## src/rtl/lc3_wb_scheduler_if.sv

```systemverilog
// Writeback scheduler bus: issue, execute/memory result handshakes and
// register-file/PSR write outputs grouped into one interface.
interface lc3_wb_scheduler_if #(
  parameter int DATA_W = 16,
  parameter int REG_AW = 3
);
  localparam int NREG = 1 << REG_AW;

  logic              issue_valid;
  logic [REG_AW-1:0] issue_dr;

  logic              ex_valid;
  logic              ex_ready;
  logic [REG_AW-1:0] ex_dr;
  logic [DATA_W-1:0] ex_data;

  logic              mem_valid;
  logic              mem_ready;
  logic [REG_AW-1:0] mem_dr;
  logic [DATA_W-1:0] mem_data;

  logic              rf_we;
  logic [REG_AW-1:0] rf_dr;
  logic [DATA_W-1:0] rf_data;
  logic              psr_we;
  logic [2:0]        nzp;
  logic [NREG-1:0]   pending;
  logic              nonpend_err;

  modport master (
    output issue_valid, issue_dr,
    output ex_valid, ex_dr, ex_data,
    input  ex_ready,
    output mem_valid, mem_dr, mem_data,
    input  mem_ready,
    input  rf_we, rf_dr, rf_data, psr_we, nzp, pending, nonpend_err
  );

  modport slave (
    input  issue_valid, issue_dr,
    input  ex_valid, ex_dr, ex_data,
    output ex_ready,
    input  mem_valid, mem_dr, mem_data,
    output mem_ready,
    output rf_we, rf_dr, rf_data, psr_we, nzp, pending, nonpend_err
  );
endinterface

```

## src/rtl/lc3_wb_scheduler.sv

```systemverilog
// LC3 writeback write-port scheduler: memory-priority arbitration with execute
// starvation override, registered RF write, pending mask. NZP/PSR under WB_NZP_EN.
module lc3_wb_scheduler #(
  parameter int DATA_W       = 16,
  parameter int REG_AW       = 3,
  parameter int STARVE_LIMIT = 4
) (
  input logic              clock_i,
  input logic              reset_i,
  lc3_wb_scheduler_if.slave wb
);
  localparam int NREG = 1 << REG_AW;
  localparam logic [3:0] STARVE_MAX = 4'(STARVE_LIMIT);

  logic [3:0]        starve_q, starve_d;
  logic              rf_we_q, rf_we_d;
  logic [REG_AW-1:0] rf_dr_q, rf_dr_d;
  logic [DATA_W-1:0] rf_data_q, rf_data_d;
  logic [NREG-1:0]   pending_q, pending_d;
  logic              err_q, err_d;

  logic              ex_win, mem_win, xfer;
  logic [REG_AW-1:0] win_dr;
  logic [DATA_W-1:0] win_data;
  logic [NREG-1:0]   set_mask, clr_mask;

  always_comb begin
    ex_win   = 1'b0;
    mem_win  = 1'b0;
    xfer     = 1'b0;
    win_dr   = '0;
    win_data = '0;
    set_mask = '0;
    clr_mask = '0;
    starve_d = starve_q;

    // Execute overrides memory only once it has waited the full limit.
    ex_win  = !reset_i && wb.ex_valid && (!wb.mem_valid || (starve_q == STARVE_MAX));
    mem_win = !reset_i && wb.mem_valid && !ex_win;
    xfer    = ex_win || mem_win;

    if (ex_win) begin
      win_dr   = wb.ex_dr;
      win_data = wb.ex_data;
    end else if (mem_win) begin
      win_dr   = wb.mem_dr;
      win_data = wb.mem_data;
    end

    if (!wb.ex_valid || ex_win)
      starve_d = '0;
    else if (starve_q < STARVE_MAX)
      starve_d = starve_q + 4'd1;

    if (wb.issue_valid)
      set_mask = NREG'(1) << wb.issue_dr;
    if (xfer)
      clr_mask = NREG'(1) << win_dr;
    pending_d = (pending_q & ~clr_mask) | set_mask;

    rf_we_d   = xfer;
    rf_dr_d   = xfer ? win_dr : rf_dr_q;
    rf_data_d = xfer ? win_data : rf_data_q;
    err_d     = xfer && !pending_q[win_dr];
  end

  always_ff @(posedge clock_i) begin
    if (reset_i) begin
      starve_q  <= '0;
      rf_we_q   <= 1'b0;
      rf_dr_q   <= '0;
      rf_data_q <= '0;
      pending_q <= '0;
      err_q     <= 1'b0;
    end else begin
      starve_q  <= starve_d;
      rf_we_q   <= rf_we_d;
      rf_dr_q   <= rf_dr_d;
      rf_data_q <= rf_data_d;
      pending_q <= pending_d;
      err_q     <= err_d;
    end
  end

  assign wb.ex_ready    = ex_win;
  assign wb.mem_ready   = mem_win;
  assign wb.rf_we       = rf_we_q;
  assign wb.rf_dr       = rf_dr_q;
  assign wb.rf_data     = rf_data_q;
  assign wb.pending     = pending_q;
  assign wb.nonpend_err = err_q;

`ifdef WB_NZP_EN
  logic [2:0] nzp_q, nzp_d;
  logic       neg_bit, zero_bit;

  // Registered alongside rf_data so reset reads 000 rather than Z.
  always_comb begin
    neg_bit  = win_data[DATA_W-1];
    zero_bit = (win_data == '0);
    nzp_d    = xfer ? {neg_bit, zero_bit, !neg_bit && !zero_bit} : nzp_q;
  end

  always_ff @(posedge clock_i) begin
    if (reset_i) nzp_q <= 3'b000;
    else         nzp_q <= nzp_d;
  end

  assign wb.nzp    = nzp_q;
  assign wb.psr_we = rf_we_q;
`else
  assign wb.nzp    = 3'b000;
  assign wb.psr_we = 1'b0;
`endif

endmodule

```

## src/flat_wrapper.sv

```systemverilog
// flat-port wrapper written by rule: the top's interface ports become plain ports
module lc3_wb_scheduler_flat 
#(
  parameter int DATA_W       = 16,
  parameter int REG_AW       = 3,
  parameter int STARVE_LIMIT = 4
)
  (clock_i, reset_i, wb_issue_valid, wb_issue_dr, wb_ex_valid, wb_ex_dr, wb_ex_data, wb_ex_ready, wb_mem_valid, wb_mem_dr, wb_mem_data, wb_mem_ready, wb_rf_we, wb_rf_dr, wb_rf_data, wb_psr_we, wb_nzp, wb_pending, wb_nonpend_err);
  lc3_wb_scheduler_if #(.DATA_W(DATA_W), .REG_AW(REG_AW)) wb_i ();
  input logic clock_i;
  input logic reset_i;
  input wire logic [$bits(wb_i.issue_valid)-1:0] wb_issue_valid;
  input wire logic [$bits(wb_i.issue_dr)-1:0] wb_issue_dr;
  input wire logic [$bits(wb_i.ex_valid)-1:0] wb_ex_valid;
  input wire logic [$bits(wb_i.ex_dr)-1:0] wb_ex_dr;
  input wire logic [$bits(wb_i.ex_data)-1:0] wb_ex_data;
  output wire logic [$bits(wb_i.ex_ready)-1:0] wb_ex_ready;
  input wire logic [$bits(wb_i.mem_valid)-1:0] wb_mem_valid;
  input wire logic [$bits(wb_i.mem_dr)-1:0] wb_mem_dr;
  input wire logic [$bits(wb_i.mem_data)-1:0] wb_mem_data;
  output wire logic [$bits(wb_i.mem_ready)-1:0] wb_mem_ready;
  output wire logic [$bits(wb_i.rf_we)-1:0] wb_rf_we;
  output wire logic [$bits(wb_i.rf_dr)-1:0] wb_rf_dr;
  output wire logic [$bits(wb_i.rf_data)-1:0] wb_rf_data;
  output wire logic [$bits(wb_i.psr_we)-1:0] wb_psr_we;
  output wire logic [$bits(wb_i.nzp)-1:0] wb_nzp;
  output wire logic [$bits(wb_i.pending)-1:0] wb_pending;
  output wire logic [$bits(wb_i.nonpend_err)-1:0] wb_nonpend_err;
  assign wb_i.issue_valid = wb_issue_valid;
  assign wb_i.issue_dr = wb_issue_dr;
  assign wb_i.ex_valid = wb_ex_valid;
  assign wb_i.ex_dr = wb_ex_dr;
  assign wb_i.ex_data = wb_ex_data;
  assign wb_ex_ready = wb_i.ex_ready;
  assign wb_i.mem_valid = wb_mem_valid;
  assign wb_i.mem_dr = wb_mem_dr;
  assign wb_i.mem_data = wb_mem_data;
  assign wb_mem_ready = wb_i.mem_ready;
  assign wb_rf_we = wb_i.rf_we;
  assign wb_rf_dr = wb_i.rf_dr;
  assign wb_rf_data = wb_i.rf_data;
  assign wb_psr_we = wb_i.psr_we;
  assign wb_nzp = wb_i.nzp;
  assign wb_pending = wb_i.pending;
  assign wb_nonpend_err = wb_i.nonpend_err;
  lc3_wb_scheduler #(.DATA_W(DATA_W), .REG_AW(REG_AW), .STARVE_LIMIT(STARVE_LIMIT)) u_core (.clock_i(clock_i), .reset_i(reset_i), .wb(wb_i));
endmodule
```

## config.mk

```make
export PLATFORM = sky130hd
export DESIGN_NAME = lc3_wb_scheduler_flat
export DESIGN_NICKNAME = d
export VERILOG_FILES = /design/src/rtl/lc3_wb_scheduler_if.sv /design/src/rtl/lc3_wb_scheduler.sv /design/src/flat_wrapper.sv
export SDC_FILE = /design/constraint.sdc
export NUM_CORES = 1
export LEC_CHECK = 0
export ABC_CLOCK_PERIOD_IN_PS = 2160
export BUFFER_PORTS_ARGS = -buffer_cell sky130_fd_sc_hd__buf_2
export CAP_MARGIN = 15
export CORE_UTILIZATION = 44
export DETAILED_ROUTE_END_ITERATION = 8
export GPL_TIMING_DRIVEN = 0
export PLACE_DENSITY = 0.78
export SYNTH_ARGS = -nofsm -noshare
export SYNTH_HDL_FRONTEND = slang
export SYNTH_SLANG_ARGS = --single-unit
```

## constraint.sdc

```tcl
create_clock -name clock_i -period 2.16 [get_ports clock_i]
set_clock_uncertainty 0.15 [all_clocks]
set_input_delay 0.432 -clock clock_i [delete_from_list [all_inputs] [get_ports clock_i]]
set_output_delay 0.432 -clock clock_i [all_outputs]
set_load 0.005 [all_outputs]
```

==> results of run 1 <==
[critical path: stages (launching register included)]
cell and delay (ns):
sky130_fd_sc_hd__dfxtp_2 0.34, sky130_fd_sc_hd__inv_2 0.07, sky130_fd_sc_hd__ha_4 0.15, sky130_fd_sc_hd__nand4b_4 0.09, sky130_fd_sc_hd__and2_4 0.16, sky130_fd_sc_hd__buf_8 0.12
sky130_fd_sc_hd__clkbuf_16 0.14, sky130_fd_sc_hd__buf_6 0.11
[path summary, 6_finish.rpt]
kind / slack (ns) / cells after the start / to / startpoint
worst min-delay path: 0.19 / 3 / u_core.wb.rf_data[9] / wb_mem_data[9]
worst max register to register: 0.09 / 9 / u_core.wb.pending[3] / u_core.starve_q[0]
worst min register to register: 0.32 / 2 / u_core.wb.rf_dr[1] / u_core.wb.rf_dr[1]
worst max-delay path: 0.05 / 7 / wb_mem_ready / u_core.starve_q[0]
[layout make-up]
class / count / area, µm²
multi-input cells: 114 / 811
plain buffers: 13 / 116
inverters: 8 / 30.0
flip-flops and latches: 33 / 664
clock inverters: 3 / 17.5
clock buffers: 5 / 37.5
well taps: 46 / 57.6
repair buffers: 88 / 485
fillers: 311 / 1120
[synth_stat cells (all sizes together) (2+ instances only)]
cell	instances
nand3b	2
nor2b	4
a32o	3
inv	8
and2	3
nand2	6
a21oi	8
buf	9
nor2	22
a32oi	2
and3b	3
ha	2
a21boi	2
a22oi	2
nand3	10
o2111ai	2
a222oi	16
clkbuf	4
o21ai	9
a221oi	2
dfxtp	33
[per-stage QoR]
stage	setup TNS [ns]	area (µm²)	worst slack [ns]	utilization (%)	total power, mW
floorplan	0	1560	0.189	-	0.781
finish	0	2220	0.0469	66.5	1.24
detailed placement	-0.0903	1990	-0.0645	59.6	0.883
global route	-0.105	2220	-0.0471	66.5	1.31
CTS	0	2140	0.00569	64.1	1.23
global placement	-0.0672	1990	-0.0642	59.6	0.879
[cell families (layout without fill, tap and decap cells)]
logic type / Yosys count / count (layout) / share of synthesized area [%]
mux: 1 / 1 / 0.729
buf+inv: 21 / 117 / 7.21
xor+xnor: 1 / 1 / 0.567
compound gates: 52 / 52 / 27.8
other cells: 1 / 4 / 0.243
simple gates: 54 / 54 / 19.0
fa+ha+maj: 2 / 2 / 1.62
flops: 33 / 33 / 42.8
[metal layers]
layer | up-vias | wire length, µm | global-route usage, %
met5 | - | 0 | 0
met4 | 0 | 48 | 8.77
met3 | 6 | 256 | 7.77
met2 | 60 | 2130 | 40.7
met1 | 756 | 1750 | 25.9
li1 | 826 | - | -
[state kept, by name, summed over array words and instances, names as in the netlist]
| signal | flops |
|---|---|
| u_core.starve_q | 4 |
| u_core.wb.nonpend_err | 1 |
| u_core.wb.pending | 8 |
| u_core.wb.rf_data | 16 |
| u_core.wb.rf_dr | 3 |
| u_core.wb.rf_we | 1 |
[power breakdown]
part	switching, mW	total [mW]	internal [mW]	leakage, nW
clock network	0.217	0.339	0.122	0.0310
registers	0.0158	0.656	0.640	0.272
logic	0.117	0.243	0.126	0.779
total	0.349	1.24	0.889	1.08
[timing repair]
| action | in CTS | in global routing |
|---|---|---|
| gates resized for setup | 12 | 8 |
| buffers inserted | 7 | 6 |
| endpoints found under the setup margin | 3 | 4 |
| pin swaps | 3 | 2 |
==> summary.txt, run 1 <==
OUTCOME
-----------------------------------------------------------------------------------------
Outcome                                                                      finished, final reports clean

STA
-----------------------------------------------------------------------------------------
Final Critical Period                                                             2.11 ns
Setup repair after global routing missed its margin                                   yes
Final setup violation count                                                             0
Peak Freq                                                                         473 MHz
Worst slew margin relative to its limit                                             65.9%
Final Hold Violating Endpoints                                                          0
Count of pins over their slew limit                                                     0
Worst Hold Margin                                                                0.185 ns
Measured slew at the worst slew-check pin                                        0.511 ns
Final Cycle Share                                                                   97.8%

CLOCK NETWORK
-----------------------------------------------------------------------------------------
Clock latency reported for the late side of the worst-skew pair                   0.35 ns
Clock transition at path regs                                                     0.11 ns
TritonCTS clock tree                                                                built
Number of clock buffers inserted by TritonCTS                                           5
Maximum buffer depth of the clock tree                                                  2
Hold buffer count at cts                                                                0
CTS sink cnt                                                                           33
Cell at the root of the clock tree                                           sky130_fd_sc_hd__clkbuf_4
H-tree depth reported by CTS                                                            2

FLOORPLAN
-----------------------------------------------------------------------------------------
# IOs                                                                                  81
Initial Util                                                                        46.3%
Rows                                                                                   21
Die ar.                                                                          3750 µm²
DIE HEIGHT                                                                        61.2 µm
Width of the die                                                                  61.2 µm
Core Region                                                                      3340 µm²

GRT
-----------------------------------------------------------------------------------------
Total routing resource utilization after global routing                             23.2%
Overall overflow remaining after global route                                           0
Vias in the first global route                                                       1420
Maximum number of pins on one net before global-route repair                           12
Number of antenna violations at the first check in global routing                       0
Global-route wire length before repair                                            6180 µm

LAYOUT
-----------------------------------------------------------------------------------------
Diode insertion count for antenna repair                                                0
Leading cell type in the layout, fill and taps excluded                      sky130_fd_sc_hd__buf_2
Post-layout instance count excluding filler cells                                     310
Area delta synth->final                                                             43.8%
Most used cells in the layout excluding fill and tap cells                   sky130_fd_sc_hd__buf_2 (74), sky130_fd_sc_hd__dfxtp_1 (30), sky130_fd_sc_hd__nor2_1 (21)
Nets@finish                                                                           311
Share of post-route cells with drive strength above 1                               46.2%

LOGIC SYNTHESIS
-----------------------------------------------------------------------------------------
Average size of a mapped cell                                                    9.36 µm²
Largest cells by area after synthesis                                        sky130_fd_sc_hd__dfxtp_1 (43%), sky130_fd_sc_hd__a222oi_1 (10%), sky130_fd_sc_hd__nor2_1 (5.3%)
Flops & latches, synth                                                                 33
Fraction of synthesized cell area taken by the top area cell type                   42.8%
Share of synthesized area occupied by flip-flops and latches                        42.8%
Area of the mapped netlist                                                       1540 µm²
Proportion of register bits with asynchronous set or reset after synthesis             0%
Biggest area consumer among synthesized cells                                sky130_fd_sc_hd__dfxtp_1
Yosys warnings                                                                          0
Count of flip-flops with a built-in enable after synthesis                              0
Primary flip-flop cell chosen by synthesis mapping                           sky130_fd_sc_hd__dfxtp_1
Count of cell types in the netlist                                                     40
Cells after Synth                                                                     165

CRITICAL PATH
-----------------------------------------------------------------------------------------
Critical Path Source Type                                                            flop
Kind of critical path                                                             reg2out
Data arrival, critical path                                                       1.53 ns
Required time at the worst-slack endpoint                                         1.58 ns
Critical path capture point type                                              output port
Largest fanout of any net on the critical path                                          6

DRT
-----------------------------------------------------------------------------------------
WL final                                                                          4190 µm
Count of antenna-violating nets left after detailed routing                             0
Drt first-iter violations                                                             146
Via density per instance                                                             5.32
Routed wire per std cell                                                          13.5 µm
DRC violation count after routing                                                       0
Initial DRT Pass Iterations                                                             5
Via count of the routed design                                                       1648

PLACEMENT
-----------------------------------------------------------------------------------------
Port-buffer cells                                                                      75
Half-perimeter wire length after placement                                        2970 µm
Number of cells in the design after placement                                         289
Weighted congestion at the end of routability-driven global placement               0.813

POWER AND IR DROP
-----------------------------------------------------------------------------------------
Lkg Pwr                                                                           1.08 nW
Pwr/cell area                                                                  558 nW/µm²
Highest ir drop seen on vdd                                                      0.382 mV

RUN
-----------------------------------------------------------------------------------------
Max-cap violations                                                                      0

MIN PATH
-----------------------------------------------------------------------------------------
Type of the worst min-delay path                                                   in2reg

No activity file was read; power rests on OpenSTA's default activity.
==> inputs of run 2 (changes only) <==
BUFFER_PORTS_ARGS = default   (was -buffer_cell sky130_fd_sc_hd__buf_2)
CORE_UTILIZATION = 61   (was 44)
DONT_BUFFER_PORTS = 1   (was default)
PLACE_DENSITY = 0.77   (was 0.78)
==> summary.txt, run 2 (synthesized netlist as in run 1, its figures left out) <==
OUTCOME
------------------------------------------------------------------------------------
Outcome                                                                 finished, final reports clean

LAYOUT
------------------------------------------------------------------------------------
Finished Core Util                                                             75.5%
Final design instance area without fill                                     1740 µm²
Most used cells in the layout excluding fill and tap cells              sky130_fd_sc_hd__dfxtp_1 (31), sky130_fd_sc_hd__nor2_1 (22), sky130_fd_sc_hd__a222oi_1 (16)
Leading cell type in the layout, fill and taps excluded                 sky130_fd_sc_hd__dfxtp_1
Fill cell count                                                                  161
Total area of sequential cells                                               663 µm²
Largest register FFs                                                              16
Area delta synth->final                                                        12.4%
Share of post-route cells with drive strength above 1                          18.4%
Nets@finish                                                                      226
Multi-input logic area                                                       801 µm²
Diode insertion count for antenna repair                                           0

CLOCK NETWORK
------------------------------------------------------------------------------------
Number of clock buffers inserted by TritonCTS                                      5
Clock latency reported for the late side of the worst-skew pair              0.32 ns
CTS sink cnt                                                                      33
Hold buffer count at cts                                                           0
H-tree depth reported by CTS                                                       2
Clock transition at path regs                                                0.10 ns
TritonCTS clock tree                                                           built
Maximum buffer depth of the clock tree                                             2
Cell at the root of the clock tree                                      sky130_fd_sc_hd__clkbuf_4

FLOORPLAN
------------------------------------------------------------------------------------
Core Region                                                                 2300 µm²
# IOs                                                                             81
Die ar.                                                                     2740 µm²
Width of the die                                                             52.3 µm
Rows                                                                              17
DIE HEIGHT                                                                   52.3 µm
Initial Util                                                                   67.2%

STA
------------------------------------------------------------------------------------
Final setup violation count                                                        0
Count of pins over their slew limit                                                0
Final Cycle Share                                                              96.0%
Final Hold Violating Endpoints                                                     0
Final Critical Period                                                        2.07 ns
Peak Freq                                                                    482 MHz
Setup repair after global routing missed its margin                               no
Worst Hold Margin                                                           0.103 ns
Summed negative setup slack over all endpoints                                  0 ns

DRT
------------------------------------------------------------------------------------
Via count of the routed design                                                  1378
WL final                                                                     3550 µm
Routed wire per std cell                                                     17.2 µm
Via density per instance                                                        6.66
DRC violation count after routing                                                  0
Count of antenna-violating nets left after detailed routing                        0
Drt first-iter violations                                                         67
Initial DRT Pass Iterations                                                        5

CRITICAL PATH
------------------------------------------------------------------------------------
Largest fanout of any net on the critical path                                    10
Critical path capture point type                                         output port
Critical Path Max Stage Delay                                                0.37 ns
Critical-path cell list                                                 inv_2 -> ha_4 -> nand4b_4 -> and2_4 -> buf_6 -> buf_4
Data arrival, critical path                                                  1.49 ns
Slowest cell on the critical path                                       sky130_fd_sc_hd__dfxtp_2
Critical Path Source Type                                                       flop
Kind of cell adding the most delay to the critical path                   flip-flops
Required time at the worst-slack endpoint                                    1.58 ns
Count of buffering cells on the critical path with inverters included              3
Flop2flop setup slack                                                        0.09 ns
Kind of critical path                                                        reg2out

POWER AND IR DROP
------------------------------------------------------------------------------------
Highest ir drop seen on vdd                                                 0.629 mV
Pwr/cell area                                                             739 nW/µm²
Lkg Pwr                                                                     0.703 nW

GRT
------------------------------------------------------------------------------------
Number of antenna violations at the first check in global routing                  0
Vias in the first global route                                                  1289
Global-route wire length before repair                                       5490 µm
Overall overflow remaining after global route                                      0
Maximum number of pins on one net before global-route repair                      11
Total routing resource utilization after global routing                        27.7%

RUN
------------------------------------------------------------------------------------
Max-cap violations                                                                 0

PLACEMENT
------------------------------------------------------------------------------------
Half-perimeter wire length after placement                                   2610 µm
Weighted congestion at the end of routability-driven global placement          0.860
Port-buffer cells                                                                  0
Cell area after placement                                                   1590 µm²

MIN PATH
------------------------------------------------------------------------------------
Type of the worst min-delay path                                              in2reg

==> run 2: power breakdown <==
group / internal [mW] / total (mW) / switching [mW]
sequential: 0.640 / 0.665 / 0.0245
clock: 0.276 / 0.477 / 0.201
combinational: 0.0663 / 0.141 / 0.0744
==> run 2: area by class of cell <==
| class | instances | share of cell area [%] |
|---|---|---|
| Multi-Input combinational cell | 114 | 46.1 |
| Clock inverter | 1 | 1.73 |
| Buffer | 13 | 5.70 |
| Clock buffer | 7 | 3.17 |
| Inverter | 8 | 1.73 |
| Sequential cell | 33 | 38.2 |
| Tap cell | 28 | 2.02 |
| Timing Repair Buffer | 3 | 1.30 |
==> run 2: final timing paths <==
| check | startpoint | endpoint | cells past startpoint |
|---|---|---|---|
| min reg2reg | u_core.wb.rf_dr[1] | u_core.wb.rf_dr[1] | 2 |
| max | u_core.starve_q[0] | wb_mem_ready | 6 |
| max reg2reg | u_core.starve_q[0] | u_core.wb.pending[2] | 8 |
| min | wb_issue_dr[0] | u_core.wb.pending[3] | 2 |
==> run 2: worst reg2reg max path: stages, from the launching register on <==
cell and delay [ns]:
sky130_fd_sc_hd__dfxtp_2 0.37, sky130_fd_sc_hd__inv_2 0.05, sky130_fd_sc_hd__ha_4 0.16, sky130_fd_sc_hd__nand3b_1 0.14
sky130_fd_sc_hd__a21boi_2 0.09, sky130_fd_sc_hd__buf_4 0.15, sky130_fd_sc_hd__a221oi_2 0.42, sky130_fd_sc_hd__nand3_1 0.15
sky130_fd_sc_hd__a32o_1 0.28
==> run 2: stage by stage <==
step                power, mW  setup WS (ns)  instances
finish                   1.28         0.0862        207
global route             1.34      0.0000326        207
CTS                      1.28         0.0199        206
detailed placement      0.808         0.0474        196
global placement        0.802         0.0899        196
floorplan               0.781          0.189        168
==> run 2: what timing repair did <==
| action | 4_1_cts | 5_1_grt |
|---|---|---|
| setup endpoints to repair | 2 | 2 |
| buffers inserted | 2 | 1 |
| resized for setup | 9 | 5 |
| endpoints found under the hold margin | 0 | 0 |
| pin swaps | 2 | 2 |
==> run 2: routing by layer <==
metal	vias up	GRT usage, %	share of wire, %
li1	653	-	-
met1	651	30.6	40
met2	72	46.8	51
met3	2	10.4	9.0
met4	0	12.3	0.54
met5	-	0	0
==> inputs of run 3 (changes only) <==
REMOVE_ABC_BUFFERS = 1   (was default)
SETUP_SLACK_MARGIN = 0.15   (was default)
==> summary.txt, run 3 (synthesized netlist as in run 1, its figures left out) <==
LAYOUT
------------------------------------------------------------------------------------
Most used cells in the layout excluding fill and tap cells              sky130_fd_sc_hd__dfxtp_1 (31), sky130_fd_sc_hd__nor2_1 (21), sky130_fd_sc_hd__a222oi_1 (16)
Diode insertion count for antenna repair                                           0
Finished Core Util                                                             77.3%
Area delta synth->final                                                        15.0%
Largest register FFs                                                              16
Nets@finish                                                                      225
Fill cell count                                                                  169
Leading cell type in the layout, fill and taps excluded                 sky130_fd_sc_hd__dfxtp_1
Share of post-route cells with drive strength above 1                          19.7%

DRT
------------------------------------------------------------------------------------
Initial DRT Pass Iterations                                                        7
Drt first-iter violations                                                        102
Met1 wire length                                                             1710 µm
Routed wire per std cell                                                     20.6 µm
Count of antenna-violating nets left after detailed routing                        0
Met2 Routed Length                                                           2160 µm
DRC violation count after routing                                                  0
WL final                                                                     4250 µm
Via density per instance                                                        7.03
Top Layer Used                                                                  met4
Via count of the routed design                                                  1449
Met3 wire length                                                              301 µm

PLACEMENT
------------------------------------------------------------------------------------
Half-perimeter wire length after placement                                   2510 µm
Weighted congestion at the end of routability-driven global placement          0.760
Port-buffer cells                                                                  0

STA
------------------------------------------------------------------------------------
Count of pins over their slew limit                                                0
Final Cycle Share                                                              91.8%
Worst slew margin relative to its limit                                        64.2%
Final setup violation count                                                        0
Final Critical Period                                                        1.98 ns
Peak Freq                                                                    504 MHz
Setup repair after global routing missed its margin                              yes
Measured slew at the worst slew-check pin                                   0.533 ns
Final Hold Violating Endpoints                                                     0

FLOORPLAN
------------------------------------------------------------------------------------
Rows                                                                              17
# IOs                                                                             81
Die ar.                                                                     2740 µm²
Core Region                                                                 2300 µm²
Initial Util                                                                   67.2%
Width of the die                                                             52.3 µm
DIE HEIGHT                                                                   52.3 µm

CRITICAL PATH
------------------------------------------------------------------------------------
Critical path capture point type                                         output port
Kind of critical path                                                        reg2out
Required time at the worst-slack endpoint                                    1.58 ns
Worst r2r path cells                                                               7
Data arrival, critical path                                                  1.40 ns
Critical Path Source Type                                                       flop
Largest fanout of any net on the critical path                                     6

CLOCK NETWORK
------------------------------------------------------------------------------------
H-tree depth reported by CTS                                                       2
Clock transition at path regs                                                0.10 ns
CTS sink cnt                                                                      33
Maximum buffer depth of the clock tree                                             2
Clock latency reported for the late side of the worst-skew pair              0.32 ns
Number of clock buffers inserted by TritonCTS                                      5
Cell at the root of the clock tree                                      sky130_fd_sc_hd__clkbuf_4
TritonCTS clock tree                                                           built

POWER AND IR DROP
------------------------------------------------------------------------------------
Highest ir drop seen on vdd                                                 0.720 mV
Clock network fraction of design power                                         37.2%
Reg power frac                                                                 52.1%
Fraction of power spent switching nets                                         23.3%
Power spent charging and discharging nets                                   0.299 mW
Overall Power                                                                1.28 mW
Internal portion of total power                                             0.980 mW
Part of the total power dissipated in combinational logic                      10.7%
Pwr/cell area                                                             720 nW/µm²
Lkg Pwr                                                                     0.673 nW

RUN
------------------------------------------------------------------------------------
Max-cap violations                                                                 0

GRT
------------------------------------------------------------------------------------
Maximum number of pins on one net before global-route repair                      29
Total routing resource utilization after global routing                        30.4%
Overall overflow remaining after global route                                      0
Global-route wire length before repair                                       5950 µm
Vias in the first global route                                                  1298
Number of antenna violations at the first check in global routing                  0

OUTCOME
------------------------------------------------------------------------------------
Outcome                                                                 finished, final reports clean

MIN PATH
------------------------------------------------------------------------------------
Type of the worst min-delay path                                              in2reg
Hold Path Cell Cnt                                                                 1

==> run 3: stage by stage <==
step                      cell area [µm²]  cells  TNS, ns  hold slack (ns)  setup slack, ns
after detailed placement             1520    184    -1.59            0.321           -0.390
after global routing                 1780    206        0          0.00616            0.140
after global placement               1510    183   -10.74            0.311           -0.675
after CTS                            1680    198        0          0.00261            0.157
after floorplan                      1470    155   -0.654            0.297           -0.199
final                                1780    206        0           0.0173            0.176
==> run 3: cell type report <==
cell class,count,area [µm²],share of cell area [%]
inverter,8,30.0,1.69
clock inverter,1,30.0,1.69
timing repair buffer,11,87.6,4.93
tap,28,35.0,1.97
clock buffer,7,55.1,3.10
sequential,33,663,37.4
multi-input combinational,118,875,49.3
==> run 3: critical path: stages, from the launching register on <==
cell                       delay [ns]
sky130_fd_sc_hd__dfxtp_2         0.34
sky130_fd_sc_hd__inv_2           0.06
sky130_fd_sc_hd__ha_4            0.15
sky130_fd_sc_hd__nand3b_1        0.17
sky130_fd_sc_hd__a21boi_4        0.35
==> run 3: metal layers <==
layer	vias to the layer above	track usage, %
li1	658	-
met1	707	36.9
met2	75	51.7
met3	9	9.57
met4	0	7.46
met5	-	0
==> run 3: final timing paths <==
kind / slack [ns] / to / from
hold / removal: 0.02 / u_core.wb.pending[5] / reset_i
hold reg to reg: 0.34 / u_core.wb.rf_dr[1] / u_core.wb.rf_dr[1]
setup / recovery: 0.18 / wb_ex_ready / u_core.starve_q[1]
setup reg to reg: 0.20 / u_core.wb.nonpend_err / u_core.starve_q[0]
==> run 3: timing repair <==
item	CTS	global route
gates resized for setup	6	7
pin swaps	3	5
setup buffers	3	5
hold buffers	0	2
gates cloned	3	1
endpoints found under the hold margin	0	4
endpoints found under the setup margin	25	19
==> run 3: power by group through the flow <==
stage          registers (mW)  clock network, mW  logic (mW)
6_report                0.666              0.476       0.137
5_1_grt                 0.670              0.498       0.152
4_1_cts                 0.665              0.482       0.123
3_5_place_dp            0.678                  0       0.110
3_3_place_gp            0.678                  0       0.104
2_1_floorplan           0.672                  0      0.0904
